`src/rtl/cmp_pkg.sv`:
```
// Shared compare-stage definitions: outcome encoding and default widths.
package cmp_pkg;

    localparam int unsigned DEF_WIDTH = 4;
    localparam int unsigned DEF_CNT_W = 8;

    typedef logic [1:0] cmp_outcome_t;

    localparam cmp_outcome_t CMP_LT = 2'd0;
    localparam cmp_outcome_t CMP_EQ = 2'd1;
    localparam cmp_outcome_t CMP_GT = 2'd2;

endpackage

```
`src/rtl/cmp_stream_stage_if.sv`:
```
// Operand/result handshake bundle plus counter debug signals for cmp_stream_stage.
interface cmp_stream_stage_if #(
    parameter int unsigned WIDTH = 4,
    parameter int unsigned CNT_W = 8
);
    logic             in_valid;
    logic             in_ready;
    logic [WIDTH-1:0] in_a;
    logic [WIDTH-1:0] in_b;
    logic             out_valid;
    logic             out_ready;
    logic [WIDTH-1:0] out_a;
    logic [WIDTH-1:0] out_b;
    logic             out_gt;
    logic             out_lt;
    logic             out_eq;
    logic             clr_cnt;
    logic [CNT_W-1:0] cnt_gt;
    logic [CNT_W-1:0] cnt_lt;
    logic [CNT_W-1:0] cnt_eq;

    // Source/consumer side
    modport master (
        output in_valid, in_a, in_b, out_ready, clr_cnt,
        input  in_ready, out_valid, out_a, out_b, out_gt, out_lt, out_eq,
        input  cnt_gt, cnt_lt, cnt_eq
    );

    // Stage side
    modport slave (
        input  in_valid, in_a, in_b, out_ready, clr_cnt,
        output in_ready, out_valid, out_a, out_b, out_gt, out_lt, out_eq,
        output cnt_gt, cnt_lt, cnt_eq
    );
endinterface

```
`src/rtl/cmp_mag.sv`:
```
// Combinational unsigned magnitude compare producing a single outcome code.
module cmp_mag
    import cmp_pkg::*;
#(
    parameter int unsigned WIDTH = DEF_WIDTH
) (
    input  logic [WIDTH-1:0] a_i,
    input  logic [WIDTH-1:0] b_i,
    output cmp_outcome_t     outcome_o
);

    always_comb begin
        outcome_o = CMP_EQ;
        if (a_i > b_i) begin
            outcome_o = CMP_GT;
        end else if (a_i < b_i) begin
            outcome_o = CMP_LT;
        end
    end

endmodule

```
`src/rtl/cmp_stream_stage.sv`:
```
// Single-entry registered compare stage with valid/ready handshake and
// saturating per-outcome accept counters.
module cmp_stream_stage
    import cmp_pkg::*;
#(
    parameter int unsigned WIDTH = DEF_WIDTH,
    parameter int unsigned CNT_W = DEF_CNT_W
) (
    input  logic                 clk,
    input  logic                 rst,
    cmp_stream_stage_if.slave    bus
);

    localparam int unsigned   N_OUT   = 3;
    localparam logic [CNT_W-1:0] CNT_MAX = {CNT_W{1'b1}};

    logic             valid_q, valid_d;
    logic [WIDTH-1:0] a_q, a_d;
    logic [WIDTH-1:0] b_q, b_d;
    logic             gt_q, gt_d;
    logic             lt_q, lt_d;
    logic             eq_q, eq_d;
    logic [CNT_W-1:0] cnt_q    [N_OUT];
    logic [CNT_W-1:0] cnt_d    [N_OUT];
    logic [CNT_W-1:0] cnt_base [N_OUT];

    cmp_outcome_t outcome;
    logic         in_ready_c;
    logic         accept_c;

    cmp_mag #(.WIDTH(WIDTH)) u_mag (
        .a_i       (bus.in_a),
        .b_i       (bus.in_b),
        .outcome_o (outcome)
    );

    assign in_ready_c = !valid_q || bus.out_ready;
    assign accept_c   = bus.in_valid && in_ready_c;

    // Next-state: load on accept, drop valid on a drain with nothing new behind it
    always_comb begin
        valid_d = valid_q;
        a_d     = a_q;
        b_d     = b_q;
        gt_d    = gt_q;
        lt_d    = lt_q;
        eq_d    = eq_q;
        if (accept_c) begin
            valid_d = 1'b1;
            a_d     = bus.in_a;
            b_d     = bus.in_b;
            gt_d    = (outcome == CMP_GT);
            lt_d    = (outcome == CMP_LT);
            eq_d    = (outcome == CMP_EQ);
        end else if (bus.out_ready) begin
            valid_d = 1'b0;
        end
    end

    // Clear takes effect first so a same-cycle accept lands on a zeroed counter
    always_comb begin
        for (int k = 0; k < int'(N_OUT); k++) begin
            cnt_base[k] = bus.clr_cnt ? '0 : cnt_q[k];
            cnt_d[k]    = cnt_base[k];
            if (accept_c && (outcome == 2'(k)) && (cnt_base[k] != CNT_MAX)) begin
                cnt_d[k] = cnt_base[k] + CNT_W'(1);
            end
        end
    end

    always_ff @(posedge clk or posedge rst) begin
        if (rst) begin
            valid_q <= 1'b0;
            a_q     <= '0;
            b_q     <= '0;
            gt_q    <= 1'b0;
            lt_q    <= 1'b0;
            eq_q    <= 1'b0;
            for (int k = 0; k < int'(N_OUT); k++) begin
                cnt_q[k] <= '0;
            end
        end else begin
            valid_q <= valid_d;
            a_q     <= a_d;
            b_q     <= b_d;
            gt_q    <= gt_d;
            lt_q    <= lt_d;
            eq_q    <= eq_d;
            for (int k = 0; k < int'(N_OUT); k++) begin
                cnt_q[k] <= cnt_d[k];
            end
        end
    end

    assign bus.in_ready  = in_ready_c;
    assign bus.out_valid = valid_q;
    assign bus.out_a     = a_q;
    assign bus.out_b     = b_q;
    assign bus.out_gt    = gt_q;
    assign bus.out_lt    = lt_q;
    assign bus.out_eq    = eq_q;
    assign bus.cnt_lt    = cnt_q[CMP_LT];
    assign bus.cnt_eq    = cnt_q[CMP_EQ];
    assign bus.cnt_gt    = cnt_q[CMP_GT];

endmodule
```
`src/flat_wrapper.sv`:
```
// flat-port wrapper written by rule: the top's interface ports become plain ports
module cmp_stream_stage_flat import cmp_pkg::*;
#(
    parameter int unsigned WIDTH = DEF_WIDTH,
    parameter int unsigned CNT_W = DEF_CNT_W
)
  (clk, rst, bus_in_valid, bus_in_a, bus_in_b, bus_out_ready, bus_clr_cnt, bus_in_ready, bus_out_valid, bus_out_a, bus_out_b, bus_out_gt, bus_out_lt, bus_out_eq, bus_cnt_gt, bus_cnt_lt, bus_cnt_eq);
  cmp_stream_stage_if #(.WIDTH(WIDTH), .CNT_W(CNT_W)) bus_i ();
  input  logic clk;
  input  logic rst;
  input wire logic [$bits(bus_i.in_valid)-1:0] bus_in_valid;
  input wire logic [$bits(bus_i.in_a)-1:0] bus_in_a;
  input wire logic [$bits(bus_i.in_b)-1:0] bus_in_b;
  input wire logic [$bits(bus_i.out_ready)-1:0] bus_out_ready;
  input wire logic [$bits(bus_i.clr_cnt)-1:0] bus_clr_cnt;
  output wire logic [$bits(bus_i.in_ready)-1:0] bus_in_ready;
  output wire logic [$bits(bus_i.out_valid)-1:0] bus_out_valid;
  output wire logic [$bits(bus_i.out_a)-1:0] bus_out_a;
  output wire logic [$bits(bus_i.out_b)-1:0] bus_out_b;
  output wire logic [$bits(bus_i.out_gt)-1:0] bus_out_gt;
  output wire logic [$bits(bus_i.out_lt)-1:0] bus_out_lt;
  output wire logic [$bits(bus_i.out_eq)-1:0] bus_out_eq;
  output wire logic [$bits(bus_i.cnt_gt)-1:0] bus_cnt_gt;
  output wire logic [$bits(bus_i.cnt_lt)-1:0] bus_cnt_lt;
  output wire logic [$bits(bus_i.cnt_eq)-1:0] bus_cnt_eq;
  assign bus_i.in_valid = bus_in_valid;
  assign bus_i.in_a = bus_in_a;
  assign bus_i.in_b = bus_in_b;
  assign bus_i.out_ready = bus_out_ready;
  assign bus_i.clr_cnt = bus_clr_cnt;
  assign bus_in_ready = bus_i.in_ready;
  assign bus_out_valid = bus_i.out_valid;
  assign bus_out_a = bus_i.out_a;
  assign bus_out_b = bus_i.out_b;
  assign bus_out_gt = bus_i.out_gt;
  assign bus_out_lt = bus_i.out_lt;
  assign bus_out_eq = bus_i.out_eq;
  assign bus_cnt_gt = bus_i.cnt_gt;
  assign bus_cnt_lt = bus_i.cnt_lt;
  assign bus_cnt_eq = bus_i.cnt_eq;
  cmp_stream_stage #(.WIDTH(WIDTH), .CNT_W(CNT_W)) u_core (.clk(clk), .rst(rst), .bus(bus_i));
endmodule
```
`config.mk`:
```
export PLATFORM = sky130hd
export DESIGN_NAME = cmp_stream_stage_flat
export DESIGN_NICKNAME = d
export VERILOG_FILES = /design/src/rtl/cmp_pkg.sv /design/src/rtl/cmp_stream_stage_if.sv /design/src/rtl/cmp_mag.sv /design/src/rtl/cmp_stream_stage.sv /design/src/flat_wrapper.sv
export SDC_FILE = /design/constraint.sdc
export NUM_CORES = 1
export LEC_CHECK = 0
export CAP_MARGIN = 10
export CORE_MARGIN = 2
export CORE_UTILIZATION = 52
export CTS_CLUSTER_SIZE = 12
export DETAILED_ROUTE_END_ITERATION = 12
export PLACE_DENSITY_LB_ADDON = 0.05
export SYNTH_ARGS = -nofsm -noshare
export SYNTH_HDL_FRONTEND = slang
export SYNTH_SLANG_ARGS = --single-unit
```
`constraint.sdc`:
```
create_clock -name clk -period 5.7 [get_ports clk]
set_input_delay 1.14 -clock clk [delete_from_list [all_inputs] [get_ports clk]]
set_output_delay 1.14 -clock clk [all_outputs]
set_load 0.01 [all_outputs]
```
== Word level (Yosys, flattened, before mapping) ==
Index checks and enable logic that the tools add are counted.
Widths: inputs -> output; s select.
Cells by class
  $add $sub $neg: 3
  order comparisons: 2
  equal/unequal tests: 5
  multiplexer cells: 10
  reduce and logical (&&, ||, !) cells: 11
Operators by type and width (count)
  $mux 8: 6
  $add 8x1->8 const B: 3
  $ne 8x8->1 const B: 3
  $logic_and 1x1->1: 7
  $gt 4x4->1: 1
  $lt 4x4->1: 1
  $mux 1: 3
  $eq 2x1->1 const B: 1
  $eq 2x2->1 const B: 1
  $logic_not 2->1: 1
  $mux 2: 1
  $reduce_bool 2->1: 1
  $logic_not 1->1: 1
  $logic_or 1x1->1: 1
Storage, ports and cells
  bits in registers: 36
  bits of input ports: 13
  output and inout bits: 37

== Depth between registers and ports, before layout ==
Gate-level depths: netlist of the first run.
  depth in word-level cells: 7
  gate-level depth with buffers: 8

== Cells and area by module ==
Synthesis of the first run repeated with hierarchy kept, for this count alone.
Second synthesis, totals
  cell total of the unflattened synthesis: 180
  area, all modules: 1829.3 µm²
By module, submodules not included
  cmp_stream_stage: instances 1, cells each 165, area each 1721.7 µm², seq. area each 900.9 µm²
  cmp_mag: instances 1, cells each 15, area each 107.6 µm², seq. area each 0.0 µm²

== Least setup slack after synthesis of the first run ==
OpenSTA, ideal clock, no wires.
  path kind: in2reg
  start point: input port bus_clr_cnt
  end point: register u_core.cnt_q, in the netlist u_core.bus.cnt_eq[7]
  library setup time: 0.078 ns
  data arrival time: 3.002 ns
  data required time: 5.622 ns
  path slack: 2.620 ns
  cell stages on the path: 8
  cells stage by stage: clkbuf_1 > clkbuf_1 > nor2_1 > ha_1 > and3_1 > or3_4 > or3_1 > a21oi_1
RTL lines
  from (decl): RTL line flat_wrapper.sv:15  | input wire logic [$bits(bus_i.clr_cnt)-1:0] bus_clr_cnt;
  to (signal, indexed assignment): RTL line cmp_stream_stage.sv:90  | cnt_q[k] <= cnt_d[k];
  to (decl): RTL line cmp_stream_stage.sv:23  | logic [CNT_W-1:0] cnt_q [N_OUT];

== Worst setup path in the final report of the first run ==
  start point: input port bus_out_ready
  end point: output port bus_in_ready
On the way
  word-level cells in the longest chain between the ends: 1
Ends and longest elaborated chain
  from (decl): RTL line flat_wrapper.sv:14  | input wire logic [$bits(bus_i.out_ready)-1:0] bus_out_ready;
  $logic_or 1x1->1: RTL line cmp_stream_stage.sv:37  | assign in_ready_c = !valid_q || bus.out_ready;
  to (decl): RTL line flat_wrapper.sv:16  | output wire logic [$bits(bus_i.in_ready)-1:0] bus_in_ready;
Every way passes these cells.

==> results of run 1 <==
==> report_power, final <==
| group | total, mW | switching [mW] | leakage, nW | internal, mW |
|---|---|---|---|---|
| clock | 0.142 | 0.0816 | 0.0326 | 0.0609 |
| sequential | 0.281 | 0.0104 | 0.478 | 0.270 |
| combinational | 0.0944 | 0.0439 | 0.530 | 0.0505 |
| total | 0.517 | 0.136 | 1.04 | 0.382 |
==> per-stage QoR <==
step | util [%] | instances | setup slack, ns | cell area (um2)
after floorplan | - | 190 | 2.62 | 1900
after global placement | 71.5 | 281 | 2.13 | 2440
after detailed placement | 71.5 | 281 | 2.04 | 2440
after CTS | 73.3 | 289 | 2.26 | 2500
after global routing | 73.3 | 289 | 2.23 | 2500
final | 73.3 | 289 | 2.26 | 2500
==> Yosys cell counts, types with 2 or more instances <==
cell / instances / share of area, %
a211oi_1: 2 / 0.79
and3_1: 3 / 0.99
nor2_1: 8 / 1.6
nand4_1: 10 / 3.3
nand3_1: 5 / 1.3
or3_1: 4 / 1.3
dfrtp_1: 36 / 47
nor3_1: 5 / 1.3
nor4_1: 4 / 1.3
mux2_2: 10 / 5.9
clkbuf_1: 6 / 1.2
nand2b_1: 3 / 0.99
o31ai_1: 3 / 1.2
or4_1: 2 / 0.79
a21oi_1: 9 / 2.4
xnor2_1: 6 / 2.8
inv_1: 9 / 1.8
and4_1: 3 / 1.4
nand2_1: 16 / 3.2
o21ai_0: 9 / 2.4
ha_1: 7 / 4.6
nor2b_1: 12 / 3.9
==> worst paths after layout <==
check / start / endpoint / slack (ns) / depth (start not counted)
worst max register to register: u_core.bus.cnt_eq[1]$_DFF_PP0_ / u_core.bus.cnt_eq[7]$_DFF_PP0_ / 3.66 / 6
worst min-delay path: u_core.bus.out_gt$_DFFE_PP0P_ / u_core.bus.out_gt$_DFFE_PP0P_ / 0.48 / 2
worst min register to register: u_core.bus.out_gt$_DFFE_PP0P_ / u_core.bus.out_gt$_DFFE_PP0P_ / 0.48 / 2
worst max-delay path: bus_out_ready / bus_in_ready / 2.26 / 3
max in group asynchronous: rst / u_core.bus.cnt_gt[1]$_DFF_PP0_ / 4.18 / 3
min in group asynchronous: rst / u_core.bus.cnt_gt[5]$_DFF_PP0_ / 1.20 / 3
==> logic make-up (layout without fill, tap and decap cells) <==
kind of cell    count (synthesis)  count (layout)
simple gates                   87              87
flops                          36              36
compound gates                 27              27
buf+inv                        15              68
mux                            11              11
fa+ha+maj                       7               7
xor+xnor                        7               7
==> sequential cells by signal, indices dropped and copies added, names as in the netlist <==
signal                cells
u_core.bus.cnt_eq         8
u_core.bus.cnt_gt         8
u_core.bus.out_b          4
u_core.bus.cnt_lt         8
u_core.bus.out_lt         1
u_core.bus.out_eq         1
u_core.bus.out_gt         1
u_core.bus.out_valid      1
u_core.bus.out_a          4
==> worst reg2reg max path: stages (launching register included) <==
cell     delay, ns
dfrtp_1       0.44
nor2b_1       0.18
ha_1          0.28
and3_1        0.20
or3_4         0.36
or3_1         0.35
a21oi_1       0.15
==> routing by layer <==
layer  up-vias  routed length, um  GRT usage (%)
li1        782                  -              -
met1       773               1840           29.0
met2        55               2010           36.2
met3         8                234           6.25
met4         0                 57           8.51
met5         -                  0              0
==> final cells by class <==
cell class | instances | area [um2] | area share [%]
inverter | 9 | 33.8 | 1.35
tap | 46 | 57.6 | 2.30
multi-input combinational | 139 | 946 | 37.8
timing repair buffer | 51 | 505 | 20.2
sequential | 36 | 901 | 36.0
clock buffer | 8 | 58.8 | 2.35
==> run summary, run 1 <==
After synthesis, the largest family of logic cells by area is simple AND/OR/NAND/NOR gates. The via count of the first global-routing pass was 1,556; the detailed placer's ending HPWL was 2980 um. For this run, the post-layout net count is 262. The remaining routing DRC violations came out at 0.

The number of buffers inserted during clock tree synthesis is 5, and the fraction of synthesis flops using an asynchronous set or reset pin is 100%. Once the floorplan was initialized, standard cells occupied 55.7% of the core. The most used flip-flop cell after synthesis is dfrtp_1.

STA classifies the critical path endpoint as an output pin. Relative to the synthesized area, the layout overhead comes to 31.5%. The master of the slowest instance on the critical path is clkdlybuf4s50_1.

The tools report the normalized max-slew margin as 54.6%. For this run, the detailed router's first-pass iteration total came to 4. The cell occurring most often along the worst timing path is clkdlybuf4s50_1. The most common cell after layout, fill and taps aside is clkdlybuf4s50_1.

The tools report the number of nets produced by synthesis as 210. The minimum hold slack is 0.477 ns. After clock tree synthesis, the setup repair step added 0 buffers. The fraction of final layout cells with drive strength greater than 1 is 11.9%, and the initial antenna violation count is 0. Of the total synthesized cell area, the portion taken by XOR and XNOR cells is 3.22%. The type of the tightest min-delay check was reg -> reg. The wire length of the first global-routing pass is 7270 um. The cell family contributing the most delay on the critical path is buffers and inverters. In the final timing run, aggregate negative setup slack is 0 ns. The time the worst path needs with I/O delays and setup was 3.44 ns; the flip-flop and latch count after synthesis was 36.

Based on the critical path, the design can be clocked at up to 291 MHz. Die area: 4160 um2. For this design, the CTS-stage hold fixing added 0 buffers. The clock passes through at most 2 buffers. Counting every instance in the synthesized netlist gives 190. The layout has 258 filler cells. The number of gates resized after CTS was 0; the vertical die dimension was 64.5 um.

The floorplan has 21 rows. The number of antenna diodes in the final layout is 0. The netlist uses 40 different library cells.

The mean routed wirelength per cell is 14.3 um, and the number of enable-type register cells in the synthesized netlist is 0. The top cell types in the final layout, fill and taps aside, are 49 x clkdlybuf4s50_1, 36 x dfrtp_1, 16 x nand2_1, 12 x nor2b_1. For the overall power after layout, the log shows 0.517 mW. Clock tree synthesis selected as its root buffer the cell clkbuf_4. After the first detailed-routing iteration, the DRC count stood at 126.

TritonCTS built the clock tree. The cell area after synthesis was 1900 um2; the fraction of synthesized area in multiplexers was 6.44%. The warning count from the yosys run is 0, and the static leakage power is 1.04 nW.

The critical-path maximum fanout came out at 5. The critical path contains buffers and inverters numbering 2 combined. The critical path required time came out at 4.56 ns.

In this design, the stage delay of the slowest critical-path cell is 0.55 ns. In this run the count of I/O pins placed on the die edge is 50. The placer congestion estimate is 0.866. The logs give 22.5% for the overall track demand over capacity in global routing and 0 for the number of nets still failing antenna checks after routing.

Power spread over the standard cell area amounts to 207 nW/um2. The worst setup path is of the in -> out kind. STA classifies the critical path startpoint as an input pin. The region available for standard cell placement spans 3420 um2. Buffers placed on the I/O ports in this run total 49. The synthesized netlist devotes 27.0% of its cell area to simple gates.

Entering global routing, the biggest net connects 37 pins. CTS built an H-tree with a depth of 2. After clock tree synthesis, the clock-pin slew on the worst setup and hold paths is 0.10 ns. The count of final max-slew check failures was 0; the sum of routed wire length over all layers was 4140 um.

Across the run, the number of max-cap violations was 0. For the worst setup path, the data arrival time is 2.30 ns. On the final layout, the worst clock skew is 0.00438 ns.

Measured along the x axis, the die boundary spans 64.5 um. The synthesized netlist devotes 4.60% of its cell area to adder and majority cells. In this run the mean area of a mapped cell was 10.0 um2.

The clock net in this run drives a total of 36 sinks. Setup repair after global routing left no endpoint under its margin. Dividing the detail-routed via count by the number of cells gives 5.60.

The number of hold violations in the final report is 0. The critical path goes through clkdlybuf4s50_1, nand2b_2, clkdlybuf4s50_1. The count of final setup violators is 0, and the part of the Yosys area used for sequential elements is 47.3%. The share of the cycle needed by the critical path after routing was 60.4%. The run finished with clean final reports. The compound-gate portion of the synthesized area is 8.42%. The routed layout has 1,618 vias. The worst ir drop on vdd is 144 uV, and the transition at the pin with the smallest max-transition slack is 0.679 ns.

Clock latency on the worst-skew pair, taken at its later pin, is 0.33 ns. After global routing the overflow that remains totals 0.
No activity file was read; power rests on OpenSTA's default activity.
==> run 2: changes to the inputs <==
--- a/config.mk
+++ b/config.mk
@@ -7,7 +7,7 @@
 export LEC_CHECK = 0
 export CAP_MARGIN = 10
 export CORE_MARGIN = 2
-export CORE_UTILIZATION = 52
+export CORE_UTILIZATION = 48
 export CTS_CLUSTER_SIZE = 12
 export DETAILED_ROUTE_END_ITERATION = 12
 export PLACE_DENSITY_LB_ADDON = 0.05
==> constraint.sdc (replaced) <==
create_clock -name clk -period 3.6 [get_ports clk]
set_input_delay 0.72 -clock clk [delete_from_list [all_inputs] [get_ports clk]]
set_output_delay 0.72 -clock clk [all_outputs]
set_load 0.01 [all_outputs]
==> run summary, run 2 (synthesis gave the netlist of run 1 again) <==
The flow ran to the end, and the final reports show no timing, DRC or antenna violations. The tools report the clock tree root buffer cell as clkbuf_8 (was clkbuf_4). The tools report the core footprint as 3740 um2 (was 3420 um2).

For the worst clock skew, the log shows 0.00736 ns (was 0.00438 ns). The master of the slowest instance on the critical path was clkdlybuf4s50_1 (unchanged). The element type at the critical path end was a flop (was an output pin).

The most common cell after layout, fill and taps aside was clkdlybuf4s50_1 (unchanged). Capture point of the worst reg-to-reg path: u_core.bus.cnt_eq[7]$_DFF_PP0_ (unchanged). The number of vias after detailed routing is 1,612 (was 1,618). The combined area of the multi-input logic cells was 946 um2 (unchanged). For the number of buffers inserted during clock tree synthesis, the log shows 5 (unchanged). The type of the worst setup path is in -> reg (was in -> out).

The number of cells traversed by the worst hold path was 2 (unchanged); the placer congestion estimate was 0.829 (was 0.866). The critical path required time came out at 3.78 ns (was 4.56 ns). The run gives 50 (unchanged) as the number of ports placed on the die boundary. For the number of placement rows, the log shows 22 (was 21).

The areal power density over the cells is 370 nW/um2 (was 207 nW/um2), and the static leakage power is 1.07 nW (was 1.04 nW). For the count of final max-slew check failures, the log shows 0 (unchanged). The initial antenna violation count is 0 (unchanged). For the number of maximum-capacitance constraint violations, the log shows 0 (unchanged). Overall track demand over capacity in global routing: 21.6% (was 22.5%). The worst min-delay path endpoint was u_core.bus.out_gt$_DFFE_PP0P_ (unchanged). Count of input and output buffers: 49 (unchanged). The post-detailed-route via-to-cell ratio is 5.50 (was 5.60). Relative area change from synthesis to final layout: 35.0% (was 31.5%).

The largest stage delay on the critical path is 0.45 ns (was 0.55 ns). The number of hold violations in the final report was 0 (unchanged). The critical-path maximum fanout is 12 (was 5). The hold-fix buffer count after cts is 0 (unchanged), and the transition at the pin with the smallest max-transition slack is 0.475 ns (was 0.679 ns).

The CTS clock-pin slew for the worst setup and hold paths came out at 0.07 ns (was 0.10 ns). The tools report the launching point of the worst reg2reg path as u_core.bus.cnt_eq[1]$_DFF_PP0_ (unchanged). The vertical die dimension was 67.0 um (was 64.5 um); the fraction of final layout cells with drive strength greater than 1 was 13.1% (was 11.9%). The run gives 68.0% (was 54.6%) as the normalized max-slew margin. The count of clock tree sinks was 36 (unchanged). The number of gates resized after CTS is 0 (unchanged). For the area used by sequential logic in the layout, the log shows 901 um2 (unchanged). The run gives 303 (was 258) as the total of fill cells in the finished design. For the slack of the critical path, the log shows 0.850 ns (was 2.26 ns). The worst setup slack for register-to-register paths came out at 1.60 ns (was 3.66 ns). The total negative slack for setup checks is 0 ns (unchanged). The die area is 4480 um2 (was 4160 um2), and the number of cells on the worst reg-to-reg path is 6 (unchanged).

The mean routed wirelength per cell came out at 14.2 um (was 14.3 um). Critical-path cell list: clkdlybuf4s50_1, inv_1, ha_1, nor2b_4, o211ai_1, nand4_1, nor3_1, mux2_2 (was clkdlybuf4s50_1, nand2b_2, clkdlybuf4s50_1). The total grt overflow is 0 (unchanged), and the count of final setup violators is 0 (unchanged). Most used cells in the layout excluding fill and tap cells: 49 x clkdlybuf4s50_1, 36 x dfrtp_1, 16 x nand2_1, 12 x nor2b_1 (unchanged).

Setup repair after global routing left no endpoint under its margin. The type of the tightest min-delay check was reg -> reg (unchanged). Gate family responsible for the most delay along the worst path: simple AND/OR/NAND/NOR gates (was buffers and inverters). The arrival time at the worst endpoint was 2.93 ns (was 2.30 ns).

The tools report the source of the worst hold timing path as u_core.bus.out_gt$_DFFE_PP0P_ (unchanged). The number of DRC markers in iteration 0 was 109 (was 126); the sum of routed wire length over all layers was 4170 um (was 4140 um). The tools report the type of element launching the critical path as an input pin (unchanged).

Via count of the first global-routing pass: 1,609 (was 1,556). TritonCTS built the clock tree. The routed design could run at a clock period as short as 2.75 ns. For the remaining routing DRC violations, the log shows 0 (unchanged). Number of search-and-repair iterations in the first detailed-routing pass: 4 (unchanged). Number of buffers inserted to repair setup after CTS: 0 (unchanged). The overall power after layout was 0.952 mW (was 0.517 mW); the detailed placer's ending HPWL was 3040 um (was 2980 um).

The initial standard-cell utilization of the core was 50.8% (was 55.7%); the wire length of the first global-routing pass was 7250 um (was 7270 um). The x dimension of the die is 67.0 um (was 64.5 um), and the number of antenna cells inserted is 0 (unchanged). For this run, the top clock speed supported by timing is 364 MHz.

In the finished design, the share of the clock period the worst path needs comes to 76.4%. The tools report the maximum number of pins on one net before global-route repair as 37 (unchanged). For the post-layout net count, the log shows 264 (was 262). The deepest level of the CTS H-tree was 2 (unchanged). The logs give 0.29 ns (was 0.33 ns) for the worst-skew pair later-pin latency and 2 (unchanged) for the clock tree buffer depth.

For the number of nets still failing antenna checks after routing, the log shows 0 (unchanged). The worst ir drop on vdd is 297 uV (was 144 uV), and the pre-CTS setup slack is 0.515 ns (was 2.04 ns). The number of buffer and inverter instances along the worst setup path was 2 (unchanged).
run 2: cell count changes in the layout (fill, tap and decap cells not counted):
cell       delta
clkbuf_4      -5
clkinv_2      +1
bufinv_16     +1
buf_4         +2
clkbuf_1      -1
clkbuf_8      +4
run 2: per-stage QoR:
stage / util [%] / cell area (um2) / cells / hold WS, ns
CTS: 68.6 / 2570 / 293 / 0.483
global route: 68.6 / 2570 / 293 / 0.516
finish: 68.6 / 2570 / 293 / 0.478
detailed placement: 65.7 / 2460 / 285 / 0.459
global placement: 65.7 / 2460 / 285 / 0.458
floorplan: - / 1900 / 190 / 0.507
run 2: worst max-delay path by stage:
stage | from | to | depth (start not counted)
after CTS | bus_in_b[1] | u_core.bus.cnt_lt[4]$_DFF_PP0_ | 8
after global placement | bus_in_b[1] | u_core.bus.cnt_lt[1]$_DFF_PP0_ | 8
after global routing | bus_in_b[1] | u_core.bus.cnt_lt[7]$_DFF_PP0_ | 8
final | bus_in_b[1] | u_core.bus.cnt_lt[4]$_DFF_PP0_ | 8
after detailed placement | bus_in_b[1] | u_core.bus.cnt_lt[1]$_DFF_PP0_ | 8
after floorplan | bus_clr_cnt | u_core.bus.cnt_eq[7]$_DFF_PP0_ | 8
run 2: layout make-up:
| type | instances | share of cell area [%] |
|---|---|---|
| well taps | 48 | 2.34 |
| repair buffers | 53 | 20.3 |
| inverters | 9 | 1.32 |
| flip-flops and latches | 36 | 35.1 |
| clock inverters | 2 | 1.36 |
| clock buffers | 6 | 2.83 |
| multi-input cells | 139 | 36.8 |
run 2: worst reg2reg max path, delay by kind of cell, from the launching register on:
kind / cells / cell delay [ns]
AND/OR/NAND/NOR: 4 / 1.10
AO/OA/AOI/OAI: 1 / 0.15
adder cells (fa/ha/maj): 1 / 0.26
flip-flops: 1 / 0.42
run 2: power by group:
group          internal (mW)  switching [mW]
Clock                  0.206           0.149
Combinational         0.0822          0.0700
Sequential             0.428          0.0174
run 2: layer usage:
metal | share of wire [%] | global-route usage, % | vias to the layer above
met4 | 1.4 | 7.14 | 0
met5 | 0 | 0 | -
met3 | 4.9 | 4.90 | 8
met1 | 44 | 26.6 | 765
met2 | 49 | 37.0 | 50
li1 | - | - | 789
